$ cat src/rtl/cp0_register_file_pkg.sv
// Shared definitions for the CP0 register block.
//
// wb_stage_params     : layout of the write-back -> CP0 command bus.
// coprocessor_params  : CP0 register/select addresses, Status/Cause field
//                       bit positions and exception-code values.
//
// The WB bus is a per-cycle command with no handshake. Every field is
// sampled on each rising clock edge. write_enabled, exception_valid and
// eret_flush are single-cycle strobes. CP0 always accepts them, so no
// ready or back-pressure signal exists.

package wb_stage_params;

  typedef struct packed {
    logic [4:0]  address_register;
    logic [2:0]  address_select;
    logic        write_enabled;
    logic [31:0] write_data;
    logic        exception_valid;
    logic [31:0] exception_address;
    logic        eret_flush;
    logic        in_delay_slot;
    logic [4:0]  exception_code;
    logic        is_address_fault;
    logic [31:0] badvaddr_value;
    // Handled by the separate TLB register block; CP0 ignores these.
    logic        tlb_read;
    logic        tlb_write;
    logic        tlb_probe;
  } wb_to_cp0_bus_t;

endpackage

package coprocessor_params;

  // Register numbers and the select value used by every implemented register.
  localparam logic [4:0] CP0_REG_BADVADDR = 5'd8;
  localparam logic [4:0] CP0_REG_COUNT    = 5'd9;
  localparam logic [4:0] CP0_REG_COMPARE  = 5'd11;
  localparam logic [4:0] CP0_REG_STATUS   = 5'd12;
  localparam logic [4:0] CP0_REG_CAUSE    = 5'd13;
  localparam logic [4:0] CP0_REG_EPC      = 5'd14;
  localparam logic [2:0] CP0_SEL_0        = 3'd0;

  // Packs a (reg,sel) pair into one decode key.
  function automatic logic [7:0] cp0_addr(input logic [4:0] r, input logic [2:0] s);
    return {r, s};
  endfunction

  localparam logic [7:0] ADDR_BADVADDR = {CP0_REG_BADVADDR, CP0_SEL_0};
  localparam logic [7:0] ADDR_COUNT    = {CP0_REG_COUNT,    CP0_SEL_0};
  localparam logic [7:0] ADDR_COMPARE  = {CP0_REG_COMPARE,  CP0_SEL_0};
  localparam logic [7:0] ADDR_STATUS   = {CP0_REG_STATUS,   CP0_SEL_0};
  localparam logic [7:0] ADDR_CAUSE    = {CP0_REG_CAUSE,    CP0_SEL_0};
  localparam logic [7:0] ADDR_EPC      = {CP0_REG_EPC,      CP0_SEL_0};

  // Status fields.
  localparam int STATUS_IE_BIT  = 0;
  localparam int STATUS_EXL_BIT = 1;
  localparam int STATUS_IM_LSB  = 8;
  localparam int STATUS_BEV_BIT = 22;

  // Cause fields.
  localparam int CAUSE_EXC_LSB = 2;
  localparam int CAUSE_IP_LSB  = 8;
  localparam int CAUSE_TI_BIT  = 30;
  localparam int CAUSE_BD_BIT  = 31;

  // Exception codes.
  localparam logic [4:0] EXC_INT  = 5'h00;
  localparam logic [4:0] EXC_ADEL = 5'h04;
  localparam logic [4:0] EXC_ADES = 5'h05;
  localparam logic [4:0] EXC_SYS  = 5'h08;
  localparam logic [4:0] EXC_BP   = 5'h09;
  localparam logic [4:0] EXC_RI   = 5'h0A;
  localparam logic [4:0] EXC_OV   = 5'h0C;

endpackage

$ cat src/rtl/cp0_register_file_count_timer.sv
// Count/Compare timer for CP0.
//
// Ports:
//   clock, reset      core clock, async active-low reset
//   count_we_i        MTC0 to Count this cycle (already qualified by priority)
//   compare_we_i      MTC0 to Compare this cycle (already qualified)
//   write_data_i      MTC0 write data
//   count_o           registered Count
//   compare_o         registered Compare
//   timer_int_o       Cause.TI
//
// Count advances once every COUNT_TICK_DIVIDER clocks, on the cycle where the
// tick counter wraps. Only divider values 1 and 2 are intended.

module cp0_count_timer #(
  parameter int COUNT_TICK_DIVIDER = 2
) (
  input  logic        clock,
  input  logic        reset,
  input  logic        count_we_i,
  input  logic        compare_we_i,
  input  logic [31:0] write_data_i,
  output logic [31:0] count_o,
  output logic [31:0] compare_o,
  output logic        timer_int_o
);

  localparam int TW = (COUNT_TICK_DIVIDER > 1) ? $clog2(COUNT_TICK_DIVIDER) : 1;
  localparam logic [TW-1:0] TICK_MAX = TW'(COUNT_TICK_DIVIDER - 1);

  logic [TW-1:0] tick_q, tick_d;
  logic [31:0]   count_q, count_d;
  logic [31:0]   compare_q, compare_d;
  logic          ti_q, ti_d;
  logic          tick_wrap;

  assign tick_wrap = (tick_q == TICK_MAX);

  always_comb begin
    tick_d    = tick_wrap ? '0 : tick_q + TW'(1);
    count_d   = tick_wrap ? count_q + 32'd1 : count_q;
    compare_d = compare_q;
    ti_d      = ti_q;
    // A software write to Count restarts the tick period as well.
    if (count_we_i) begin
      count_d = write_data_i;
      tick_d  = '0;
    end
    if (compare_we_i) begin
      compare_d = write_data_i;
      ti_d      = 1'b0;   // acknowledge wins over a same-cycle match
    end else if (count_q == compare_q) begin
      ti_d      = 1'b1;
    end
  end

  always_ff @(posedge clock or negedge reset) begin
    if (!reset) begin
      tick_q    <= '0;
      count_q   <= '0;
      compare_q <= '0;
      ti_q      <= 1'b0;
    end else begin
      tick_q    <= tick_d;
      count_q   <= count_d;
      compare_q <= compare_d;
      ti_q      <= ti_d;
    end
  end

  assign count_o     = count_q;
  assign compare_o   = compare_q;
  assign timer_int_o = ti_q;

endmodule

$ cat src/rtl/cp0_register_file.sv
// Coprocessor-0 register block, driven by the write-back stage.
//
// Ports:
//   clock, reset         core clock, async active-low reset
//   wb_to_cp0_data_bus   MTC0 / exception / ERET commands plus MFC0 address
//   cp0_read_data        combinational MFC0 data for the addressed register
//   hw_interrupt         level-sensitive external interrupt lines
//   cp0_epc              EPC (ERET target)
//   cp0_status_exl       Status.EXL
//   interrupt_pending    IE & !EXL & |(Cause.IP & Status.IM)
//
// Per-cycle priority is exception > ERET > MTC0. A lower-priority command
// issued in the same cycle is dropped.

module cp0_register_file
  import wb_stage_params::*;
  import coprocessor_params::*;
#(
  parameter int COUNT_TICK_DIVIDER = 2,
  parameter int HW_INTERRUPT_WIDTH = 6
) (
  input  logic                          clock,
  input  logic                          reset,
  input  wb_to_cp0_bus_t                wb_to_cp0_data_bus,
  output logic [31:0]                   cp0_read_data,
  input  logic [HW_INTERRUPT_WIDTH-1:0] hw_interrupt,
  output logic [31:0]                   cp0_epc,
  output logic                          cp0_status_exl,
  output logic                          interrupt_pending
);

  // Status / Cause state, kept as individual fields.
  logic [7:0]  im_q, im_d;
  logic        exl_q, exl_d;
  logic        ie_q, ie_d;
  logic        bd_q, bd_d;
  logic [4:0]  exc_code_q, exc_code_d;
  logic [1:0]  ip_sw_q, ip_sw_d;
  logic [5:0]  ip_hw_q;
  logic [31:0] epc_q, epc_d;
  logic [31:0] badvaddr_q, badvaddr_d;

  logic [31:0] count, compare;
  logic        ti;
  logic [7:0]  ip;
  logic [7:0]  addr;
  logic        do_exc, do_eret, do_mtc0;
  logic        count_we, compare_we;

  // Map the interrupt inputs onto six lines. Narrower buses are zero-extended.
  // Wider buses keep only the low six lines.
  logic [HW_INTERRUPT_WIDTH+5:0] hw_ext;
  logic [5:0]                    hw_lines;
  assign hw_ext   = {6'b0, hw_interrupt};
  assign hw_lines = hw_ext[5:0];

  logic unused_bits;
  assign unused_bits = ^{wb_to_cp0_data_bus.tlb_read, wb_to_cp0_data_bus.tlb_write,
                         wb_to_cp0_data_bus.tlb_probe, hw_ext[HW_INTERRUPT_WIDTH+5:6]};

  assign addr     = cp0_addr(wb_to_cp0_data_bus.address_register,
                             wb_to_cp0_data_bus.address_select);
  assign do_exc   = wb_to_cp0_data_bus.exception_valid;
  assign do_eret  = wb_to_cp0_data_bus.eret_flush & ~do_exc;
  assign do_mtc0  = wb_to_cp0_data_bus.write_enabled & ~do_exc & ~wb_to_cp0_data_bus.eret_flush;

  assign count_we   = do_mtc0 && (addr == ADDR_COUNT);
  assign compare_we = do_mtc0 && (addr == ADDR_COMPARE);

  cp0_count_timer #(
    .COUNT_TICK_DIVIDER(COUNT_TICK_DIVIDER)
  ) u_timer (
    .clock        (clock),
    .reset        (reset),
    .count_we_i   (count_we),
    .compare_we_i (compare_we),
    .write_data_i (wb_to_cp0_data_bus.write_data),
    .count_o      (count),
    .compare_o    (compare),
    .timer_int_o  (ti)
  );

  // The timer interrupt shares IP7 with hardware line 5.
  assign ip = {ip_hw_q[5] | ti, ip_hw_q[4:0], ip_sw_q};

  always_comb begin
    im_d       = im_q;
    exl_d      = exl_q;
    ie_d       = ie_q;
    bd_d       = bd_q;
    exc_code_d = exc_code_q;
    ip_sw_d    = ip_sw_q;
    epc_d      = epc_q;
    badvaddr_d = badvaddr_q;
    if (do_exc) begin
      exl_d      = 1'b1;
      exc_code_d = wb_to_cp0_data_bus.exception_code;
      if (wb_to_cp0_data_bus.is_address_fault) begin
        badvaddr_d = wb_to_cp0_data_bus.badvaddr_value;
      end
      // A nested exception keeps the original return point.
      if (!exl_q) begin
        epc_d = wb_to_cp0_data_bus.in_delay_slot ?
                wb_to_cp0_data_bus.exception_address - 32'd4 :
                wb_to_cp0_data_bus.exception_address;
        bd_d  = wb_to_cp0_data_bus.in_delay_slot;
      end
    end else if (do_eret) begin
      exl_d = 1'b0;
    end else if (do_mtc0) begin
      case (addr)
        ADDR_STATUS: begin
          im_d  = wb_to_cp0_data_bus.write_data[STATUS_IM_LSB +: 8];
          exl_d = wb_to_cp0_data_bus.write_data[STATUS_EXL_BIT];
          ie_d  = wb_to_cp0_data_bus.write_data[STATUS_IE_BIT];
        end
        ADDR_CAUSE: ip_sw_d = wb_to_cp0_data_bus.write_data[CAUSE_IP_LSB +: 2];
        ADDR_EPC:   epc_d   = wb_to_cp0_data_bus.write_data;
        default: ;
      endcase
    end
  end

  always_ff @(posedge clock or negedge reset) begin
    if (!reset) begin
      im_q       <= '0;
      exl_q      <= 1'b0;
      ie_q       <= 1'b0;
      bd_q       <= 1'b0;
      exc_code_q <= '0;
      ip_sw_q    <= '0;
      ip_hw_q    <= '0;
      epc_q      <= '0;
      badvaddr_q <= '0;
    end else begin
      im_q       <= im_d;
      exl_q      <= exl_d;
      ie_q       <= ie_d;
      bd_q       <= bd_d;
      exc_code_q <= exc_code_d;
      ip_sw_q    <= ip_sw_d;
      ip_hw_q    <= hw_lines;
      epc_q      <= epc_d;
      badvaddr_q <= badvaddr_d;
    end
  end

  // MFC0 read: current register state only, no bypass of same-cycle writes.
  always_comb begin
    cp0_read_data = '0;
    case (addr)
      ADDR_BADVADDR: cp0_read_data = badvaddr_q;
      ADDR_COUNT:    cp0_read_data = count;
      ADDR_COMPARE:  cp0_read_data = compare;
      ADDR_STATUS: begin
        cp0_read_data[STATUS_BEV_BIT]       = 1'b1;
        cp0_read_data[STATUS_IM_LSB +: 8]   = im_q;
        cp0_read_data[STATUS_EXL_BIT]       = exl_q;
        cp0_read_data[STATUS_IE_BIT]        = ie_q;
      end
      ADDR_CAUSE: begin
        cp0_read_data[CAUSE_BD_BIT]         = bd_q;
        cp0_read_data[CAUSE_TI_BIT]         = ti;
        cp0_read_data[CAUSE_IP_LSB +: 8]    = ip;
        cp0_read_data[CAUSE_EXC_LSB +: 5]   = exc_code_q;
      end
      ADDR_EPC:      cp0_read_data = epc_q;
      default:       cp0_read_data = '0;
    endcase
  end

  assign cp0_epc           = epc_q;
  assign cp0_status_exl    = exl_q;
  assign interrupt_pending = ie_q & ~exl_q & (|(ip & im_q));

endmodule
$ cat config.mk
export PLATFORM = sky130hd
export DESIGN_NAME = cp0_register_file
export DESIGN_NICKNAME = d
export VERILOG_FILES = /design/src/rtl/cp0_register_file_pkg.sv /design/src/rtl/cp0_register_file_count_timer.sv /design/src/rtl/cp0_register_file.sv
export SDC_FILE = /design/constraint.sdc
export NUM_CORES = 1
export LEC_CHECK = 0
export BUFFER_PORTS_ARGS = -buffer_cell sky130_fd_sc_hd__buf_2
export CAP_MARGIN = 40
export CORE_AREA = 2 2 124 126
export DETAILED_ROUTE_END_ITERATION = 7
export DIE_AREA = 0 0 126 128
export GPL_TIMING_DRIVEN = 0
export PLACE_DENSITY_LB_ADDON = 0.12
export SLEW_MARGIN = 10
export SYNTH_ARGS = -nofsm -noshare
export SYNTH_HDL_FRONTEND = slang
export SYNTH_SLANG_ARGS = --single-unit
export TNS_END_PERCENT = 5
$ cat constraint.sdc
create_clock -name clock -period 2.6 [get_ports clock]
set_input_delay 0.26 -clock clock [delete_from_list [all_inputs] [get_ports clock]]
set_output_delay 0.26 -clock clock [all_outputs]
set_load 0.02 [all_outputs]
# --- After elaboration in Yosys (flattened, before gate mapping) ---
# Cells that the tools add are included.
totals:
  register_bits: 154
  in_bits: 125
  out_inout_bits: 66
  wordCells: 75
classes:
  addsub: 3
  n_eq_ne: 9
  n_mux: 24
  n_bitwise: 11
  reduce_logical: 15
ops:
  columns: ["op", "n"]
  rows:
  - ["$mux 32", 8]
  - ["$eq 8x7->1 const B", 6]
  - ["$pmux 8 s6", 1]
  - ["$add 32x1->32 const B", 1]
  - ["$eq 32x32->1", 1]
  - ["$sub 32x3->32 const B", 1]
  - ["$pmux 7 s4", 1]
  - ["$pmux 5 s5", 1]
  - ["$pmux 6 s4", 1]
  - ["$pmux 2 s5", 2]
  - ["$reduce_and 4->1", 3]
  - ["$and 8x8->8", 1]
  - ["$mux 1", 8]
  - ["$reduce_bool 2->1", 4]
  - ["$reduce_or 8->1", 1]
  - ["$reduce_and 2->1", 3]
  - ["$reduce_bool 3->1", 2]
  - ["$and 1x1->1", 5]
  - ["$pmux 1 s5", 1]
  - ["$ne 2x2->1 const B", 2]
  - ["$not 1->1", 4]
  - ["$pmux 1 s4", 1]
  - ["$logic_and 1x1->1", 2]
  - ["$add 1x1->1 const B", 1]
  - ["$or 1x1->1", 1]

# --- Logic depth before layout (Yosys ltp) ---
logic_depth:
  depth_word: 6
  ltp_mapped: 8

# --- Modules after synthesis ---
# A second synthesis with hierarchy kept.
unflattened:
  hier_cells: 827
  area_unflattened_um2: 8514.4
by_module_without_submodules:
  columns: ["mod", "instances", "cells_each", "area_per_inst_um2", "seq_area_each_um2"]
  rows:
  - ["cp0_register_file", 1, 517, 5158.7, 2202.1]
  - ["cp0_count_timer", 1, 310, 3355.7, 1651.6]

# --- Least setup slack after synthesis ---
# Ideal clock, no wire load.
synth_timing:
  kind: "input to output"
  startpoint: "in wb_to_cp0_data_bus[113] (netlist name)"
  endpoint: "out cp0_read_data[0]"
  arrival_time_ns: 1.664
  slack_ns: 0.676
  cell_stages: 5
  n_path_buf: 2
  path_cell_list: "buf_1 -> and3_1 -> clkbuf_1 -> a22oi_1 -> o21ai_0"
synth_between:
  elab_chain_cells: 2
synth_rtl:
  columns: ["item", "line_no", "rtl"]
  rows:
  - ["start, declared", "cp0_register_file.sv:24", "input wb_to_cp0_bus_t wb_to_cp0_data_bus,"]
  - ["$eq 8x7->1", "cp0_register_file.sv:151", "case (addr)"]
  - ["$pmux 2 s5 *", "cp0_register_file.sv:151", null]
  - ["end, declared", "cp0_register_file.sv:25", "output logic [31:0] cp0_read_data,"]
# Every way passes the cells marked *; elsewhere a longest branch is shown, timed or not.

# --- Final worst setup path ---
layout_timing:
  startpoint: "in wb_to_cp0_data_bus[114] (netlist name)"
  endpoint: "out cp0_read_data[5]"
layout_between:
  elab_chain_cells: 2
layout_rtl:
  columns: ["item", "line_no"]
  rows:
  - ["$eq 8x7->1", "cp0_register_file.sv:151"]
  - ["$pmux 5 s5 *", "cp0_register_file.sv:151"]
# Marks and branches as above.

==> impl_metrics.json <==
{
  "hold_class": "in2reg",
  "cp-start-kind": "input port",
  "finalCritPeriodShare": 0.981,
  "reg2reg_from": "cp0_status_exl",
  "cts.sinks": 154,
  "avgSynthCellArea_um2": 10.1,
  "drt-total-wl_um": 29400,
  "insertion_delay_ns": 0.43,
  "clkPwrFrac": 0.352,
  "die_w_um": 126,
  "grt.overflow.total": 0,
  "p_leak_nw": 4.80,
  "post_cts_buffers": 0,
  "die_h_um": 128,
  "min_from": "wb_to_cp0_data_bus[14]",
  "final_cells": 1280,
  "maxSlewViolCount": 0,
  "grt_setup_unrepaired": "false",
  "via_count": 8195,
  "cp_cell_sequence": "buf_2, clkbuf_1, clkbuf_1, o21ai_0, a22oi_1, nand2_1, buf_2",
  "antenna_found_initial": 0,
  "ys_seq_elements": 154,
  "seqPwrFrac": 0.398,
  "drt_iter0_markers": 1110,
  "crit_path_max_fanout": 10,
  "netlist_instances": 866,
  "post-place-cells": 1241,
  "clkSlewWorstSetupHoldPaths_ns": 0.06,
  "fin_crit_ns": 2.55,
  "io-pin-count": 191,
  "rr_endpoint": "cp0_epc[1]",
  "synthArstFlopShare": 1.00,
  "synth_edf_count": 0,
  "comb_power_share": 0.249,
  "whs_ns": 0.0637,
  "end_kind": "output port",
  "start_util": 0.590,
  "max_stage_delay_ns": 0.59,
  "fmax_mhz": 392,
  "fp.dieArea_um2": 16100,
  "max_slew.worst_pin.slew_ns": 0.956,
  "nFillCells": 1155,
  "rr_worst_depth": 5,
  "powerDensity_nw_per_um2": 744,
  "drive_gt1_frac": 0.306,
  "finalHoldViolCount": 0,
  "drtPass1Iterations": 5,
  "crit_arrival_ns": 2.29,
  "finalNetCount": 1206,
  "p_int_mw": 5.38,
  "ant_nets": 0,
  "grt_util_all_layers": 0.360,
  "grt_pass1_wl_um": 43900,
  "clock_path_buffers": 2,
  "wl_per_cell_um": 23.0,
  "cpMaxStageDelayCell": "clkbuf_1",
  "place_congestion": 0.961,
  "reg2reg_setup_slack_ns": 0.19,
  "skew_ns": 0.00922,
  "p_switching_mw": 2.60,
  "core_area_um2": 14900,
  "htree_levels": 4,
  "routed_via_density": 6.40,
  "sw_frac_of_total": 0.326,
  "numCtsBuffers": 17,
  "n_antenna_cell": 0,
  "cts_tree": "done",
  "setup_tns_ns": 0,
  "yosys_warnings": 0,
  "maxCapViolations": 0,
  "grt_max_degree": 80,
  "yosysSeqAreaShare": 0.440,
  "grt_pass1_vias": 7555,
  "critical_path_class": "in2out",
  "worstPathRequired_ns": 2.34,
  "whs_path_depth": 2,
  "finalSetupViolCount": 0,
  "synth_nets": 993,
  "synth_ff_type": "dfrtp_1",
  "rows": 45,
  "syn2layout_area_growth_pct": 22.3,
  "peakVddDrop_v": 0.000540,
  "slew_headroom": 0.363,
  "route.detailed.drc": 0,
  "io_buffers": 186,
  "outcome": "complete, no violations",
  "dpl.hpwl_um": 21700,
  "cts_root_buf": "clkbuf_16",
  "synth_area_um2": 8770,
  "min_delay_worst_endpoint": "badvaddr_q[11]",
  "yosys.cell_types.count": 56
}
-- state kept, by name, summed over array words and instances, names as in the netlist, 2 cells and up --
name	cells
u_timer.count_o	32
exc_code_q	5
cp0_epc	32
u_timer.compare_o	32
badvaddr_q	32
ip_sw_q	2
ip_hw_q	6
im_q	8
-- synthesized netlist by cell type, types with 3 or more instances --
master    count  share of area
xor2_1       36          0.036
o211ai_1      4         0.0034
a22oi_1      33          0.028
nand4b_1      4         0.0040
clkbuf_1     40          0.017
or3_1         4         0.0029
mux2i_1      29          0.033
and4_1        9         0.0090
a31oi_1       4         0.0029
nand2_1      45          0.019
xnor2_1      52          0.052
or4_1         3         0.0026
o21ai_0      27          0.015
and3_1        8         0.0057
and2_1        6         0.0043
mux2_2       83           0.11
a21oi_1      51          0.029
o221ai_1      8         0.0080
nand4_1      34          0.024
inv_1        10         0.0043
nor2_1       75          0.032
o21ai_1      13         0.0074
a221o_1      15          0.017
nand3_1      34          0.019
dfrtp_1     154           0.44
buf_1         5         0.0021
mux2_1        9          0.012
nor3_1       14         0.0080
nand2b_1      4         0.0029
nor4_1        6         0.0043
buf_2        14         0.0080
-- layout make-up --
| class | instances | area (µm²) | share of cell area |
|---|---|---|---|
| Multi-Input combinational cell | 643 | 4650 | 0.433 |
| Sequential cell | 154 | 3850 | 0.359 |
| Timing Repair Buffer | 194 | 1040 | 0.0968 |
| Clock buffer | 22 | 484 | 0.0451 |
| Buffer | 59 | 245 | 0.0229 |
| Tap cell | 188 | 235 | 0.0219 |
| Clock inverter | 10 | 186 | 0.0174 |
| Inverter | 10 | 37.5 | 0.00350 |
-- power by group through the flow --
stage,combinational (mW),clock [mW],sequential (mW)
after floorplan,1.18,0,3.18
after global placement,1.87,0,3.19
after detailed placement,1.91,0,3.20
after CTS,1.94,2.82,3.16
after global routing,2.12,2.92,3.22
final,1.99,2.81,3.18
-- per-stage QoR --
stage	util	power [mW]	cell area [µm²]	setup slack, ns
2_1_floorplan	-	4.36	8770	0.676
3_3_place_gp	0.668	5.06	9930	-1.07
3_5_place_dp	0.671	5.11	9970	-0.235
4_1_cts	0.721	7.92	10700	0.0137
5_1_grt	0.722	8.25	10700	0.0141
6_report	0.722	7.98	10700	0.0502
-- worst max-delay path: cells and delay by family --
family	cells	cell delay, ns
buf+inv	4	1.42
compound gates	2	0.49
simple gates	1	0.12
-- timing repair --
item                                    4_1_cts  5_1_grt
gates resized for setup                       2        6
cloned                                        0        0
endpoints found under the hold margin        84        0
endpoints found under the setup margin       16       19
hold buffers                                  7        0
-- layout by cell type (no fill, tap or decap), types with 5 or more instances in the layout --
cell type	synthesis	layout
a21oi_1	51	51
a221o_1	15	15
a22oi_1	33	33
and2_1	6	6
and3_1	8	8
and4_1	9	9
buf_2	14	199
bufinv_16	0	5
clkbuf_1	40	37
clkbuf_16	0	17
clkbuf_2	0	5
dfrtp_1	154	154
dlygate4sd3_1	0	7
inv_1	10	10
mux2_1	9	9
mux2_2	83	83
mux2i_1	29	29
nand2_1	45	45
nand3_1	34	34
nand4_1	34	34
nor2_1	75	75
nor3_1	14	14
nor4_1	6	6
o21ai_0	27	27
o21ai_1	13	13
o221ai_1	8	8
xnor2_1	52	52
xor2_1	36	36
-- metal layers --
| metal | vias up | track usage | part of all wire |
|---|---|---|---|
| li1 | 3598 | - | - |
| met5 | - | 0 | 0 |
| met2 | 475 | 0.556 | 0.46 |
| met4 | 0 | 0.116 | 0.028 |
| met1 | 4065 | 0.513 | 0.41 |
| met3 | 57 | 0.0751 | 0.096 |
-- cell families (layout without fill, tap and decap cells) --
| family | Yosys count | after routing | share of synthesized area |
|---|---|---|---|
| compound gates | 166 | 166 | 0.122 |
| simple gates | 266 | 266 | 0.165 |
| xor+xnor | 88 | 88 | 0.0879 |
| buf+inv | 69 | 295 | 0.0315 |
| mux | 121 | 121 | 0.151 |
| fa+ha+maj | 2 | 2 | 0.00285 |
| flops | 154 | 154 | 0.440 |
-- worst max path at each step --
stage / start / endpoint / slack [ns] / cells past startpoint
6_report: wb_to_cp0_data_bus[114] / cp0_read_data[5] / 0.05 / 7
5_1_grt: wb_to_cp0_data_bus[112] / cp0_read_data[19] / 0.01 / 7
4_1_cts: wb_to_cp0_data_bus[113] / cp0_read_data[21] / 0.01 / 7
3_5_place_dp: wb_to_cp0_data_bus[113] / cp0_read_data[31] / -0.24 / 8
3_3_place_gp: reset / cp0_epc[20] / -1.07 / 1
2_1_floorplan: wb_to_cp0_data_bus[113] / cp0_read_data[0] / 0.68 / 5
No activity file was read; power rests on OpenSTA's default activity.
